--- config.mk ---
export PLATFORM = sky130hd
export DESIGN_NAME = vga_scan_controller
export DESIGN_NICKNAME = d
export VERILOG_FILES = /design/src/rtl/vga_pkg.sv /design/src/rtl/vga_palette.sv /design/src/rtl/vga_scan_controller.sv
export SDC_FILE = /design/constraint.sdc
export NUM_CORES = 1
export LEC_CHECK = 0
export ABC_AREA = 1
export CAP_MARGIN = 20
export CORE_MARGIN = 2
export CORE_UTILIZATION = 52
export DETAILED_ROUTE_END_ITERATION = 12
export HOLD_SLACK_MARGIN = 0.08
export PLACE_DENSITY = 0.78
export REMOVE_ABC_BUFFERS = 1
export SYNTH_ARGS = -nofsm -noshare
export SYNTH_HDL_FRONTEND = slang
export SYNTH_SLANG_ARGS = --single-unit
--- constraint.sdc ---
create_clock -name vga_clock -period 1.88 [get_ports vga_clock]
set_input_delay 0.376 -clock vga_clock [delete_from_list [all_inputs] [get_ports vga_clock]]
set_output_delay 0.376 -clock vga_clock [all_outputs]
set_load 0.03 [all_outputs]
--- src/rtl/vga_pkg.sv ---
// ---------------------------------------------------------------------------
// vga_pkg
// Shared definitions for the VGA scan controller:
//   - default 640x480@60 raster timing constants
//   - the 8-entry default palette (24-bit RGB888)
//   - axis_point(): computes an axis total and its sync window bounds
//   - default_colour(): palette ROM lookup (indices >= 8 map to black)
//   - vga_ctl_t: the control bundle that travels down the output pipeline
// ---------------------------------------------------------------------------
package vga_pkg;

    localparam int DEF_H_ACTIVE    = 640;
    localparam int DEF_H_FP        = 16;
    localparam int DEF_H_SYNC      = 96;
    localparam int DEF_H_BP        = 48;
    localparam int DEF_V_ACTIVE    = 480;
    localparam int DEF_V_FP        = 10;
    localparam int DEF_V_SYNC      = 2;
    localparam int DEF_V_BP        = 33;
    localparam int DEF_SCALE_SHIFT = 1;
    localparam int DEF_COLOUR_BITS = 3;
    localparam int DEF_MEM_LATENCY = 1;
    localparam int DEF_ADDR_W      = 17;

    localparam int PALETTE_DEPTH = 8;

    localparam logic [23:0] DEFAULT_PALETTE [PALETTE_DEPTH] = '{
        24'h000000,   // 0 black
        24'hFFFFFF,   // 1 white
        24'h0000FF,   // 2 blue
        24'hF3AD16,   // 3 buttercup
        24'hC1440E,   // 4 tia maria
        24'h008B8B,   // 5 dark cyan
        24'hFF0000,   // 6 red
        24'h00FF00    // 7 green
    };

    typedef enum logic [1:0] {
        AP_TOTAL      = 2'd0,
        AP_SYNC_START = 2'd1,
        AP_SYNC_END   = 2'd2
    } axis_point_e;

    typedef struct packed {
        logic frame_start;
        logic line_start;
        logic blank;
        logic vs;
        logic hs;
    } vga_ctl_t;

    // Total length of an axis, or the inclusive bounds of its sync pulse.
    function automatic int axis_point(input int active, input int fp, input int sync,
                                      input int bp, input axis_point_e which);
        int point;
        case (which)
            AP_TOTAL:      point = active + fp + sync + bp;
            AP_SYNC_START: point = active + fp;
            AP_SYNC_END:   point = active + fp + sync - 1;
            default:       point = 0;
        endcase
        return point;
    endfunction

    // Default palette; anything outside the table is black.
    function automatic logic [23:0] default_colour(input int idx);
        logic [23:0] colour;
        if (idx >= 0 && idx < PALETTE_DEPTH) begin
            colour = DEFAULT_PALETTE[idx[2:0]];
        end else begin
            colour = 24'h000000;
        end
        return colour;
    endfunction

endpackage

--- src/rtl/vga_palette.sv ---
// ---------------------------------------------------------------------------
// vga_palette
// Registered palette lookup with blanking. The RGB output is the palette
// entry for pixel_colour, registered, or black when 'visible' is low.
// Optional feature macro: VGA_PALETTE_WR_EN -- when defined the palette is a
// bank of 2^COLOUR_BITS writable registers (reset to the default palette);
// otherwise it is the constant ROM from vga_pkg.
// Ports:
//   vga_clock, resetn      clock / async active-low reset
//   pixel_colour           palette index from video memory
//   visible                blank qualifier aligned with pixel_colour
//   pal_we/pal_addr/pal_data  palette write port (VGA_PALETTE_WR_EN only)
//   rgb                    registered RGB888
// ---------------------------------------------------------------------------
module vga_palette
    import vga_pkg::*;
#(
    parameter int COLOUR_BITS = DEF_COLOUR_BITS
) (
    input  logic                   vga_clock,
    input  logic                   resetn,
    input  logic [COLOUR_BITS-1:0] pixel_colour,
    input  logic                   visible,
`ifdef VGA_PALETTE_WR_EN
    input  logic                   pal_we,
    input  logic [COLOUR_BITS-1:0] pal_addr,
    input  logic [23:0]            pal_data,
`endif
    output logic [23:0]            rgb
);

    logic [23:0] entry_s;

`ifdef VGA_PALETTE_WR_EN
    localparam int DEPTH = 2 ** COLOUR_BITS;

    logic [23:0] pal_mem_r [DEPTH];

    // Writable palette bank, restored to the default palette on reset.
    always_ff @(posedge vga_clock or negedge resetn) begin
        if (!resetn) begin
            for (int i = 0; i < DEPTH; i++) begin
                pal_mem_r[i] <= default_colour(i);
            end
        end else if (pal_we) begin
            pal_mem_r[pal_addr] <= pal_data;
        end
    end

    // Lookup reads the bank as it stands, so a write is seen next cycle.
    always_comb begin
        entry_s = pal_mem_r[pixel_colour];
    end
`else
    // Constant palette ROM.
    always_comb begin
        entry_s = default_colour(int'(pixel_colour));
    end
`endif

    // Output register; colour is forced black outside the visible area.
    always_ff @(posedge vga_clock or negedge resetn) begin
        if (!resetn) begin
            rgb <= 24'h000000;
        end else if (visible) begin
            rgb <= entry_s;
        end else begin
            rgb <= 24'h000000;
        end
    end

endmodule

--- src/rtl/vga_scan_controller.sv ---
// ---------------------------------------------------------------------------
// vga_scan_controller
// Parametrised VGA raster generator. Counts pixels/lines, produces the
// video-memory read address (row base register + dot column, no multiplier),
// maps the returned palette index through vga_palette and delays sync,
// blank and strobes by MEM_LATENCY+1 so they line up with the colour.
// Optional feature macro: VGA_PALETTE_WR_EN (adds pal_we/pal_addr/pal_data).
// Ports:
//   vga_clock, resetn          pixel clock / async active-low reset
//   pixel_colour               palette index returned by memory
//   memory_address             combinational read address (0 when blanked)
//   VGA_R/G/B                  8-bit DAC channels
//   VGA_HS, VGA_VS             syncs at HS_POL/VS_POL during the pulse
//   VGA_BLANK                  1 = visible pixel
//   VGA_SYNC (=1), VGA_CLK (=vga_clock)
//   frame_start, line_start    strobes aligned with output pixel (0,0)/(0,y)
// ---------------------------------------------------------------------------
module vga_scan_controller
    import vga_pkg::*;
#(
    parameter int H_ACTIVE    = DEF_H_ACTIVE,
    parameter int H_FP        = DEF_H_FP,
    parameter int H_SYNC      = DEF_H_SYNC,
    parameter int H_BP        = DEF_H_BP,
    parameter int V_ACTIVE    = DEF_V_ACTIVE,
    parameter int V_FP        = DEF_V_FP,
    parameter int V_SYNC      = DEF_V_SYNC,
    parameter int V_BP        = DEF_V_BP,
    parameter bit HS_POL      = 1'b0,
    parameter bit VS_POL      = 1'b0,
    parameter int SCALE_SHIFT = DEF_SCALE_SHIFT,
    parameter int COLOUR_BITS = DEF_COLOUR_BITS,
    parameter int MEM_LATENCY = DEF_MEM_LATENCY,
    parameter int ADDR_W      = DEF_ADDR_W
) (
    input  logic                   vga_clock,
    input  logic                   resetn,
    input  logic [COLOUR_BITS-1:0] pixel_colour,
`ifdef VGA_PALETTE_WR_EN
    input  logic                   pal_we,
    input  logic [COLOUR_BITS-1:0] pal_addr,
    input  logic [23:0]            pal_data,
`endif
    output logic [ADDR_W-1:0]      memory_address,
    output logic [7:0]             VGA_R,
    output logic [7:0]             VGA_G,
    output logic [7:0]             VGA_B,
    output logic                   VGA_HS,
    output logic                   VGA_VS,
    output logic                   VGA_BLANK,
    output logic                   VGA_SYNC,
    output logic                   VGA_CLK,
    output logic                   frame_start,
    output logic                   line_start
);

    localparam int H_TOTAL    = axis_point(H_ACTIVE, H_FP, H_SYNC, H_BP, AP_TOTAL);
    localparam int HS_START   = axis_point(H_ACTIVE, H_FP, H_SYNC, H_BP, AP_SYNC_START);
    localparam int HS_END     = axis_point(H_ACTIVE, H_FP, H_SYNC, H_BP, AP_SYNC_END);
    localparam int V_TOTAL    = axis_point(V_ACTIVE, V_FP, V_SYNC, V_BP, AP_TOTAL);
    localparam int VS_START   = axis_point(V_ACTIVE, V_FP, V_SYNC, V_BP, AP_SYNC_START);
    localparam int VS_END     = axis_point(V_ACTIVE, V_FP, V_SYNC, V_BP, AP_SYNC_END);
    localparam int HW         = $clog2(H_TOTAL);
    localparam int VW         = $clog2(V_TOTAL);
    localparam int H_DOTS     = H_ACTIVE >> SCALE_SHIFT;
    localparam int D          = MEM_LATENCY + 1;
    // Low SCALE_SHIFT bits of vcnt all set marks the last line of a dot row.
    localparam logic [VW-1:0] ROW_MASK = VW'((1 << SCALE_SHIFT) - 1);
    localparam vga_ctl_t CTL_IDLE = '{frame_start: 1'b0, line_start: 1'b0, blank: 1'b0,
                                      vs: ~VS_POL, hs: ~HS_POL};

    logic [HW-1:0]     hcnt_r;
    logic [VW-1:0]     vcnt_r;
    logic [ADDR_W-1:0] row_base_r;
    logic              h_last_s;
    logic              v_last_s;
    logic              h_vis_s;
    logic              v_vis_s;
    vga_ctl_t          stage_s;
    vga_ctl_t          ctl_pipe_r [D];
    logic              lookup_vis_s;
    logic [23:0]       rgb_s;

    assign h_last_s = (hcnt_r == HW'(H_TOTAL - 1));
    assign v_last_s = (vcnt_r == VW'(V_TOTAL - 1));
    assign h_vis_s  = (hcnt_r < HW'(H_ACTIVE));
    assign v_vis_s  = (vcnt_r < VW'(V_ACTIVE));

    // Raster counters: hcnt wraps every line, vcnt advances on hcnt wrap.
    always_ff @(posedge vga_clock or negedge resetn) begin
        if (!resetn) begin
            hcnt_r <= HW'(0);
            vcnt_r <= VW'(0);
        end else if (h_last_s) begin
            hcnt_r <= HW'(0);
            vcnt_r <= v_last_s ? VW'(0) : vcnt_r + VW'(1);
        end else begin
            hcnt_r <= hcnt_r + HW'(1);
        end
    end

    // Row base = y_dot*H_DOTS, built by accumulation at the end of each dot row.
    always_ff @(posedge vga_clock or negedge resetn) begin
        if (!resetn) begin
            row_base_r <= ADDR_W'(0);
        end else if (h_last_s && v_last_s) begin
            row_base_r <= ADDR_W'(0);
        end else if (h_last_s && v_vis_s && ((vcnt_r & ROW_MASK) == ROW_MASK)) begin
            row_base_r <= row_base_r + ADDR_W'(H_DOTS);
        end
    end

    // Read address for the current counter position; 0 outside active video.
    always_comb begin
        memory_address = ADDR_W'(0);
        if (h_vis_s && v_vis_s) begin
            memory_address = row_base_r + ADDR_W'(hcnt_r >> SCALE_SHIFT);
        end else begin
            memory_address = ADDR_W'(0);
        end
    end

    // Control bundle for the current counter position, before delay.
    always_comb begin
        stage_s             = CTL_IDLE;
        stage_s.blank       = h_vis_s && v_vis_s;
        stage_s.hs          = ((hcnt_r >= HW'(HS_START)) && (hcnt_r <= HW'(HS_END))) ? HS_POL : ~HS_POL;
        stage_s.vs          = ((vcnt_r >= VW'(VS_START)) && (vcnt_r <= VW'(VS_END))) ? VS_POL : ~VS_POL;
        stage_s.frame_start = (hcnt_r == HW'(0)) && (vcnt_r == VW'(0));
        stage_s.line_start  = (hcnt_r == HW'(0)) && v_vis_s;
    end

    // D-stage delay line so controls emerge with the registered colour.
    always_ff @(posedge vga_clock or negedge resetn) begin
        if (!resetn) begin
            for (int i = 0; i < D; i++) begin
                ctl_pipe_r[i] <= CTL_IDLE;
            end
        end else begin
            ctl_pipe_r[0] <= stage_s;
            for (int i = 1; i < D; i++) begin
                ctl_pipe_r[i] <= ctl_pipe_r[i-1];
            end
        end
    end

    // Blank qualifier as it stands when the memory data arrives.
    generate
        if (MEM_LATENCY == 0) begin : g_tap_direct
            assign lookup_vis_s = stage_s.blank;
        end else begin : g_tap_pipe
            assign lookup_vis_s = ctl_pipe_r[MEM_LATENCY-1].blank;
        end
    endgenerate

    vga_palette #(
        .COLOUR_BITS (COLOUR_BITS)
    ) u_palette (
        .vga_clock    (vga_clock),
        .resetn       (resetn),
        .pixel_colour (pixel_colour),
        .visible      (lookup_vis_s),
`ifdef VGA_PALETTE_WR_EN
        .pal_we       (pal_we),
        .pal_addr     (pal_addr),
        .pal_data     (pal_data),
`endif
        .rgb          (rgb_s)
    );

    assign VGA_R       = rgb_s[23:16];
    assign VGA_G       = rgb_s[15:8];
    assign VGA_B       = rgb_s[7:0];
    assign VGA_HS      = ctl_pipe_r[D-1].hs;
    assign VGA_VS      = ctl_pipe_r[D-1].vs;
    assign VGA_BLANK   = ctl_pipe_r[D-1].blank;
    assign frame_start = ctl_pipe_r[D-1].frame_start;
    assign line_start  = ctl_pipe_r[D-1].line_start;
    assign VGA_SYNC    = 1'b1;
    assign VGA_CLK     = vga_clock;

endmodule

==> run_results.csv, run 1 <==
group,metric,value,unit
synth,avgSynthCellArea,7.94,µm²
routing,drtIter0Drc,167,
synth,syn-cell-area,3140,µm²
pwr,vdd_drop_max,0.000572,V
sta,fin_crit_sh,126,%
sta,finalSetupViolCount,17,
floorplan,boundaryPins,53,
grt,antenna_found_initial,0,
critical_path,max_stage_delay,0.45,ns
synth,yosysWarnings,0,
routing,via_per_inst,5.24,
synth,ys_seq_area_share,44.7,%
grt,grtUsageTotal,25.4,%
floorplan,die_area,6680,µm²
critical_path,reg2reg_depth,7,
synth,ys_ff_latch,56,
critical_path,cp.required,1.50,ns
routing,drt_wl_total,7960,µm
sta,min_period,2.37,ns
cts,clk_latency,0.43,ns
pwr,p_leak,2.32,nW
sta,clock_skew,0.00557,ns
grt,grt_max_degree,57,
sta,fmax,0.423,GHz
min_path,hp-class,"reg -> reg",
floorplan,rows,28,
critical_path,crit_cells,8,
floorplan,dieWidth,81.8,µm
run_status,outcome,"complete, but fails checks",
critical_path,slowest_stage,"dfrtp_1",
run_status,failed_checks,"setup timing",
cells_and_area,antenna_cells,0,
critical_path,crit_type,"reg -> out",
critical_path,r2r_setup_slack,0.15,ns
placed_design,gp_congestion,0.936,
sta,rsz0062_at_grt,"true",
routing,wl_per_cell,14.4,µm
routing,ant_nets,0,
placed_design,hpwl,5100,µm
critical_path,cp_max_fo,3,
cts,clk_pin_slew,0.11,ns
critical_path,startpoint,"hcnt_r[8]$_DFF_PN0_",
sta,tns,-6.93,ns
critical_path,r2r_end,"vcnt_r[5]$_DFFE_PN0N_",
sta,slew_viol_final,0,
pwr,finalPower,2.43,mW
placed_design,port_buffers,51,
flow_run,drv_cap,0,
floorplan,start_util,53.4,%
critical_path,crit_path_end,"memory_address[15]",
routing,vias,2896,
routing,drc,0,
critical_path,critPathTopFamily,"flip-flops",
grt,grt_pass1_wl,12900,µm
critical_path,reg2reg_from,"hcnt_r[0]$_DFF_PN0_",
grt,gr-total-overflow,0,
grt,grt_pass1_vias,2793,
cts,cts_tree,"built",
critical_path,arrival,1.99,ns
routing,drt_pass1_iterations,4,
critical_path,crit_buf_inv,1,
cells_and_area,syn_to_final_growth,35.9,%
cells_and_area,fin_nets,495,
cells_and_area,drive_gt1_share,24.7,%
critical_path,cp_cell_sequence,"ha_4 > nand2_4 > nand2_4 > nand2_4 > a21oi_4 > nand2_1 > a21oi_2 > buf_6",
floorplan,die_y,81.8,µm
sta,hold_viol_final,0,
critical_path,setup.worst_path.start_class,"flip-flop",
sta,setup_slack,-0.486,ns
floorplan,core,5890,µm²
critical_path,crit_top_cell,"nand2_4",
synth,synthCells,396,
cells_and_area,fin_cells,553,
pwr,powerDensity,568,nW/µm²
placed_design,place_inst,532,
synth,synth_cell_type_count,32,
critical_path,end_kind,"output pin",
==> layer usage <==
metal | track usage [%] | wire length [µm] | up-vias
met2 | 42.1 | 3940 | 116
met5 | 0 | 0 | -
li1 | - | - | 1410
met3 | 4.95 | 454 | 20
met1 | 31.8 | 3370 | 1350
met4 | 11.8 | 191 | 0
==> cell usage in the layout, fill, tap and decap left out, types with 8 or more instances in the layout <==
cell type,Yosys,routed
nor2_1,47,42
clkdlybuf4s50_1,0,14
buf_6,1,9
dlymetal6s2s_1,0,15
nand3_1,37,36
a21oi_1,14,8
ha_1,13,10
nand2_1,90,79
xor2_1,9,9
dfrtp_1,52,51
o21ai_0,17,17
clkbuf_8,0,8
buf_4,12,40
inv_1,51,51
==> metrics by stage <==
stage / util, % / area [µm²] / worst slack [ns] / hold slack (ns)
floorplan: - / 3030 / -0.350 / 0.0804
global placement: 64.4 / 3790 / -0.0376 / 0.334
detailed placement: 64.4 / 3790 / -0.116 / 0.336
CTS: 70.8 / 4170 / -0.457 / 0.359
global route: 72.6 / 4270 / -0.557 / 0.361
finish: 72.6 / 4270 / -0.486 / 0.359
==> power by group <==
group / switching (mW) / internal [mW]
Sequential: 0.00970 / 1.23
Clock: 0.520 / 0.423
Combinational: 0.157 / 0.0890
==> cells by family (layout without fill, tap and decap cells) <==
logic type,Yosys count,in the layout,synth area share (%)
AO/OA/AOI/OAI,33,33,5.45
other,1,1,0.119
flip-flops,56,56,44.7
XOR/XNOR,14,14,3.90
AND/OR/NAND/NOR,209,209,30.4
adder cells (fa/ha/maj),13,13,5.17
buffers and inverters,70,152,10.3
==> worst min-delay path by stage <==
stage | end | slack, ns | start | cells after the start
2_1_floorplan | VGA_BLANK$_DFF_PN0_ | 0.08 | resetn | 0
3_3_place_gp | frame_start$_DFF_PN0_ | 0.33 | ctl_pipe_r[9]$_DFF_PN0_ | 0
3_5_place_dp | line_start$_DFF_PN0_ | 0.34 | ctl_pipe_r[8]$_DFF_PN0_ | 0
4_1_cts | line_start$_DFF_PN0_ | 0.36 | ctl_pipe_r[8]$_DFF_PN0_ | 0
5_1_grt | line_start$_DFF_PN0_ | 0.36 | ctl_pipe_r[8]$_DFF_PN0_ | 0
6_report | line_start$_DFF_PN0_ | 0.36 | ctl_pipe_r[8]$_DFF_PN0_ | 0
==> worst reg2reg max path, delay by kind of cell, from the launching register on <==
| family | cells | cell delay (ns) |
|---|---|---|
| adder cells (fa/ha/maj) | 1 | 0.22 |
| AND/OR/NAND/NOR | 4 | 0.63 |
| XOR/XNOR | 1 | 0.14 |
| flip-flops | 1 | 0.41 |
| buffers and inverters | 1 | 0.22 |
==> layout make-up <==
class                      instances  area (µm²)
fill                             418        1610
clock inverter                     3        26.3
sequential                        56        1410
multi-input combinational        270        1610
tap                               75        93.8
inverter                          55         213
clock buffer                       9         115
timing repair buffer              85         811
==> cell usage after synthesis (all sizes together) <==
master   number  share of area, %
nor3         11               1.8
conb          1              0.12
nand3b        1              0.24
buf          14               3.4
nand3        38               6.2
clkinv        1              0.16
dfrtp        52                41
ha           13               5.2
or2           2              0.40
a211oi        1              0.24
dfstp         4               3.3
clkbuf        1              0.12
inv          54               6.6
xnor2         5               1.4
xor2          9               2.5
nand4         9               2.7
a21oi        14               2.2
nor4          2              0.40
o2111ai       1              0.28
o21ai        17               2.7
nand2        92                11
nor2         54               7.3
==> state kept, by name (all words and copies together), names as in the netlist <==
name and count:
VGA_BLANK 1, VGA_HS 1, VGA_VS 1, ctl_pipe_r 4
frame_start 1, hcnt_r 10, line_start 1, lookup_vis_s 1
row_base_r 11, u_palette.rgb 15, vcnt_r 10
==> timing repair <==
item / CTS / global route
setup buffers: 6 / 3
hold buffers: 1 / 0
hold endpoints to repair: 52 / 0
gates resized for setup: 45 / 30
endpoints found under the setup margin: 21 / 33
pin swaps: 11 / 13
Note: power is estimated with default switching activity, not from simulation.
==> run 2: changes to the inputs <==
==> constraint.sdc (replaced) <==
create_clock -name vga_clock -period 3.05 [get_ports vga_clock]
set_input_delay 0.61 -clock vga_clock [delete_from_list [all_inputs] [get_ports vga_clock]]
set_output_delay 0.61 -clock vga_clock [all_outputs]
set_load 0.03 [all_outputs]
==> run_results.csv, run 2 (synthesis results as in run 1) <==
group,metric,value,unit
pwr,p_int,1.08,mW
min_path,hp-class,"in -> async",
pwr,vdd_drop_max,0.000401,V
pwr,powerDensity,393,nW/µm²
cells_and_area,seqCellArea,1410,µm²
placed_design,port_buffers,51,
grt,grt_max_degree,23,
floorplan,die_area,6680,µm²
placed_design,place_inst,509,
sta,clock_skew,0.0105,ns
placed_design,dpl_worst_slack,0.235,ns
cells_and_area,regMostFlops,"u_palette.rgb",
cells_and_area,largestRegisters,"u_palette.rgb x15, row_base_r x11",
cells_and_area,fin_nets,462,
cells_and_area,fin_cells,520,
sta,worstMarginPinSlew,0.557,ns
critical_path,cp.required,2.44,ns
cells_and_area,syn_to_final_growth,19.9,%
routing,drtIter0Drc,97,
grt,gr-total-overflow,0,
pwr,switchingPower,0.401,mW
grt,grt_pass1_wl,11400,µm
routing,ant_nets,0,
cts,postCtsSetupRepairBufs,0,
cells_and_area,drive_gt1_share,9.66,%
pwr,p_comb_share,10.1,%
grt,grt_pass1_vias,2615,
cells_and_area,antenna_cells,0,
grt,antenna_found_initial,0,
cts,clk_pin_slew,0.10,ns
cts,cts_tree,"built",
sta,hold_viol_final,0,
routing,via_per_inst,5.17,
placed_design,gp_congestion,0.922,
routing,wl_per_cell,12.8,µm
sta,finalSetupViolCount,0,
sta,slew_viol_final,0,
floorplan,boundaryPins,53,
pwr,seq_power_share,51.5,%
floorplan,core,5890,µm²
placed_design,hpwl,4930,µm
cells_and_area,largest_reg_flops,15,
cells_and_area,final_util,64.1,%
critical_path,end_kind,"output pin",
pwr,p_leak,1.93,nW
critical_path,setup.worst_path.start_class,"clock port",
run_status,outcome,"finished clean",
critical_path,arrival,2.33,ns
critical_path,reg2reg_depth,7,
floorplan,die_y,81.8,µm
cells_and_area,fill_cells,501,
floorplan,rows,28,
critical_path,cp_max_fo,2,
cells_and_area,design_area,3770,µm²
routing,vias,2686,
sta,setup_slack,0.112,ns
routing,drc,0,
pwr,sw_frac_of_total,27.0,%
flow_run,drv_cap,0,
cts,holdBufCountCts,0,
critical_path,crit_type,"clk -> out",
sta,holdWs,0.109,ns
grt,grtUsageTotal,22.0,%
cts,clk_latency,0.42,ns
cells_and_area,final_cell_mix,"nand2_1 (89), dfrtp_1 (52), inv_1 (51), nor2_1 (47), clkdlybuf4s50_1 (39)",
routing,drt_pass1_iterations,4,
cells_and_area,final_common_cell,"nand2_1",
placed_design,dpl-instance-area,3650,µm²
sta,max_slew_margin,62.8,%
routing,drt_wl_total,6670,µm
floorplan,start_util,53.4,%
cells_and_area,multi_input_area,1430,µm²
pwr,pwr-share-clk,38.4,%
floorplan,dieWidth,81.8,µm
-- run 2: what timing repair did --
action,CTS,global route
resized for setup,11,16
setup endpoints to repair,17,12
hold endpoints to repair,0,0
-- run 2: per-layer routing --
metal	global-route usage [%]	part of all wire [%]	vias up
li1	-	-	1343
met1	27.0	44	1256
met2	39.1	50	80
met3	4.18	5.7	7
met4	6.50	0.76	0
met5	0	0	-
-- run 2: power by group through the flow --
stage          sequential [mW]  clock, mW  combinational [mW]
4_1_cts                  0.765      0.584               0.153
2_1_floorplan            0.831          0              0.0206
5_1_grt                  0.766      0.622               0.165
3_3_place_gp             0.778     0.0546               0.150
3_5_place_dp             0.779     0.0546               0.153
6_report                 0.764      0.569               0.150
-- run 2: final timing paths --
kind                                              to  slack, ns                    start
setup / recovery                             VGA_CLK       0.11                vga_clock
hold / removal                   hcnt_r[2]$_DFF_PN0_       0.11                   resetn
setup reg to reg           row_base_r[6]$_DFFE_PN0P_       1.13      hcnt_r[0]$_DFF_PN0_
hold reg to reg                     VGA_HS$_DFF_PN1_       0.36  ctl_pipe_r[5]$_DFF_PN1_
max in group asynchronous  row_base_r[7]$_DFFE_PN0P_       2.28                   resetn
min in group vga_clock              VGA_HS$_DFF_PN1_       0.36  ctl_pipe_r[5]$_DFF_PN1_
-- run 2: area by class of cell --
cell class,count,area share [%]
Multi-Input combinational cell,270,37.8
Tap cell,75,2.49
Clock inverter,3,0.564
Clock buffer,9,3.19
Timing Repair Buffer,52,13.0
Sequential cell,56,37.3
Inverter,55,5.64
-- run 2: per-stage QoR --
step	total power [mW]	setup TNS, ns
6_report	1.48	0
5_1_grt	1.55	-0.00135
4_1_cts	1.50	0
3_5_place_dp	0.986	0
3_3_place_gp	0.982	0
2_1_floorplan	0.851	0
-- run 2: worst max-delay path, stage by stage --
cell,delay (ns)
clkbuf_8,0.11
clkbuf_8,0.12
clkdlybuf4s50_1,0.58
==> run 3: changes to the inputs <==
--- a/config.mk
+++ b/config.mk
@@ -9,6 +9,7 @@
 export CAP_MARGIN = 20
 export CORE_MARGIN = 2
 export CORE_UTILIZATION = 52
+export CTS_CLUSTER_SIZE = 20
 export DETAILED_ROUTE_END_ITERATION = 12
 export HOLD_SLACK_MARGIN = 0.08
 export PLACE_DENSITY = 0.78
@@ -16,3 +17,4 @@
 export SYNTH_ARGS = -nofsm -noshare
 export SYNTH_HDL_FRONTEND = slang
 export SYNTH_SLANG_ARGS = --single-unit
+export TNS_END_PERCENT = 1
==> run_results.csv, run 3 (synthesis results as in run 1) <==
group,metric,value,unit
sta,rsz0062_at_grt,"true",
pwr,vdd_drop_max,0.000401,V
sta,min_period,2.94,ns
critical_path,setup.worst_path.start_class,"clock port",
routing,drc,0,
cells_and_area,final_common_cell,"nand2_1",
floorplan,die_y,81.8,µm
cells_and_area,syn_to_final_growth,19.9,%
grt,grtUsageTotal,22.0,%
sta,slew_viol_final,0,
grt,antenna_found_initial,0,
run_status,outcome,"finished clean",
placed_design,dpl_worst_slack,0.235,ns
cells_and_area,fill_cells,502,
cts,cts_tree,"built",
cts,clk_latency,0.42,ns
cells_and_area,antenna_cells,0,
cells_and_area,fin_nets,462,
sta,fin_crit_sh,96.3,%
sta,fmax,0.343,GHz
critical_path,end_kind,"output pin",
grt,grt_pass1_wl,11400,µm
routing,vias,2686,
sta,clock_skew,0.0105,ns
cts,clk_pin_slew,0.10,ns
cells_and_area,final_util,64.0,%
placed_design,port_buffers,51,
grt,grt_pass1_vias,2615,
floorplan,dieWidth,81.8,µm
sta,finalSetupViolCount,0,
routing,drt_wl_total,6670,µm
critical_path,cp.required,2.44,ns
pwr,powerDensity,394,nW/µm²
grt,grt_max_degree,23,
cells_and_area,final_cell_mix,"nand2_1 (89), dfrtp_1 (52), inv_1 (51), nor2_1 (47), clkdlybuf4s50_1 (39)",
placed_design,place_inst,509,
pwr,finalPower,1.48,mW
cells_and_area,regMostFlops,"u_palette.rgb",
placed_design,gp_congestion,0.922,
cells_and_area,drive_gt1_share,9.66,%
pwr,p_leak,1.94,nW
floorplan,die_area,6680,µm²
placed_design,dpl-instance-area,3650,µm²
sta,holdWs,0.109,ns
min_path,hp-class,"in -> async",
sta,hold_viol_final,0,
critical_path,arrival,2.33,ns
sta,max_slew_margin,62.8,%
cells_and_area,largestRegisters,"u_palette.rgb x15, row_base_r x11",
critical_path,crit_type,"clk -> out",
sta,worstMarginPinSlew,0.557,ns
routing,drtIter0Drc,97,
sta,setup_slack,0.112,ns
cts,holdBufCountCts,0,
placed_design,hpwl,4930,µm
cells_and_area,fin_cells,520,
flow_run,drv_cap,0,
routing,drt_pass1_iterations,4,
floorplan,rows,28,
critical_path,reg2reg_depth,7,
floorplan,core,5890,µm²
grt,gr-total-overflow,0,
cells_and_area,largest_reg_flops,15,
floorplan,boundaryPins,53,
sta,tns,0,ns
routing,via_per_inst,5.17,
cells_and_area,design_area,3770,µm²
floorplan,start_util,53.4,%
routing,ant_nets,0,
critical_path,cp_max_fo,2,
routing,wl_per_cell,12.8,µm
-- run 3: cell types whose count changed in the layout (fill, tap and decap cells not counted), sizes merged --
cell and change:
clkdlybuf4s15 -1, dlygate4sd2 +1
-- run 3: per-layer routing --
| metal | track usage [%] | wire length (µm) |
|---|---|---|
| met1 | 27.0 | 2900 |
| met2 | 39.1 | 3330 |
| met3 | 4.18 | 382 |
| met4 | 6.50 | 51 |
| met5 | 0 | 0 |
-- run 3: layout make-up --
type                       count  area (µm²)  share of cell area [%]
clock buffer                   9         120                    3.19
sequential                    56        1410                    37.3
timing repair buffer          52         488                    12.9
tap                           75        93.8                    2.49
inverter                      55         213                    5.64
multi-input combinational    270        1430                    37.8
clock inverter                 3        21.3                   0.564
-- run 3: power breakdown --
part | switching [mW] | internal, mW
clock network | 0.300 | 0.269
registers | 0.00599 | 0.758
logic | 0.0950 | 0.0554
total | 0.401 | 1.08
-- run 3: what timing repair did --
item	in CTS	in global routing
gates resized for setup	11	15
endpoints found under the setup margin	17	12
endpoints found under the hold margin	0	0
setup buffers	0	0
pin swaps	0	0
-- run 3: worst max-delay path, stage by stage --
cell and delay (ns):
clkbuf_8 0.11, clkbuf_8 0.12, clkdlybuf4s50_1 0.58
-- run 3: path summary, 6_finish.rpt --
kind,startpoint,to,slack [ns]
max in group asynchronous,resetn,row_base_r[7]$_DFFE_PN0P_,2.28
worst max register to register,hcnt_r[0]$_DFF_PN0_,row_base_r[6]$_DFFE_PN0P_,1.13
worst min register to register,ctl_pipe_r[5]$_DFF_PN1_,VGA_HS$_DFF_PN1_,0.36
worst min-delay path,resetn,hcnt_r[2]$_DFF_PN0_,0.11
min in group vga_clock,ctl_pipe_r[5]$_DFF_PN1_,VGA_HS$_DFF_PN1_,0.36
worst max-delay path,vga_clock,VGA_CLK,0.11
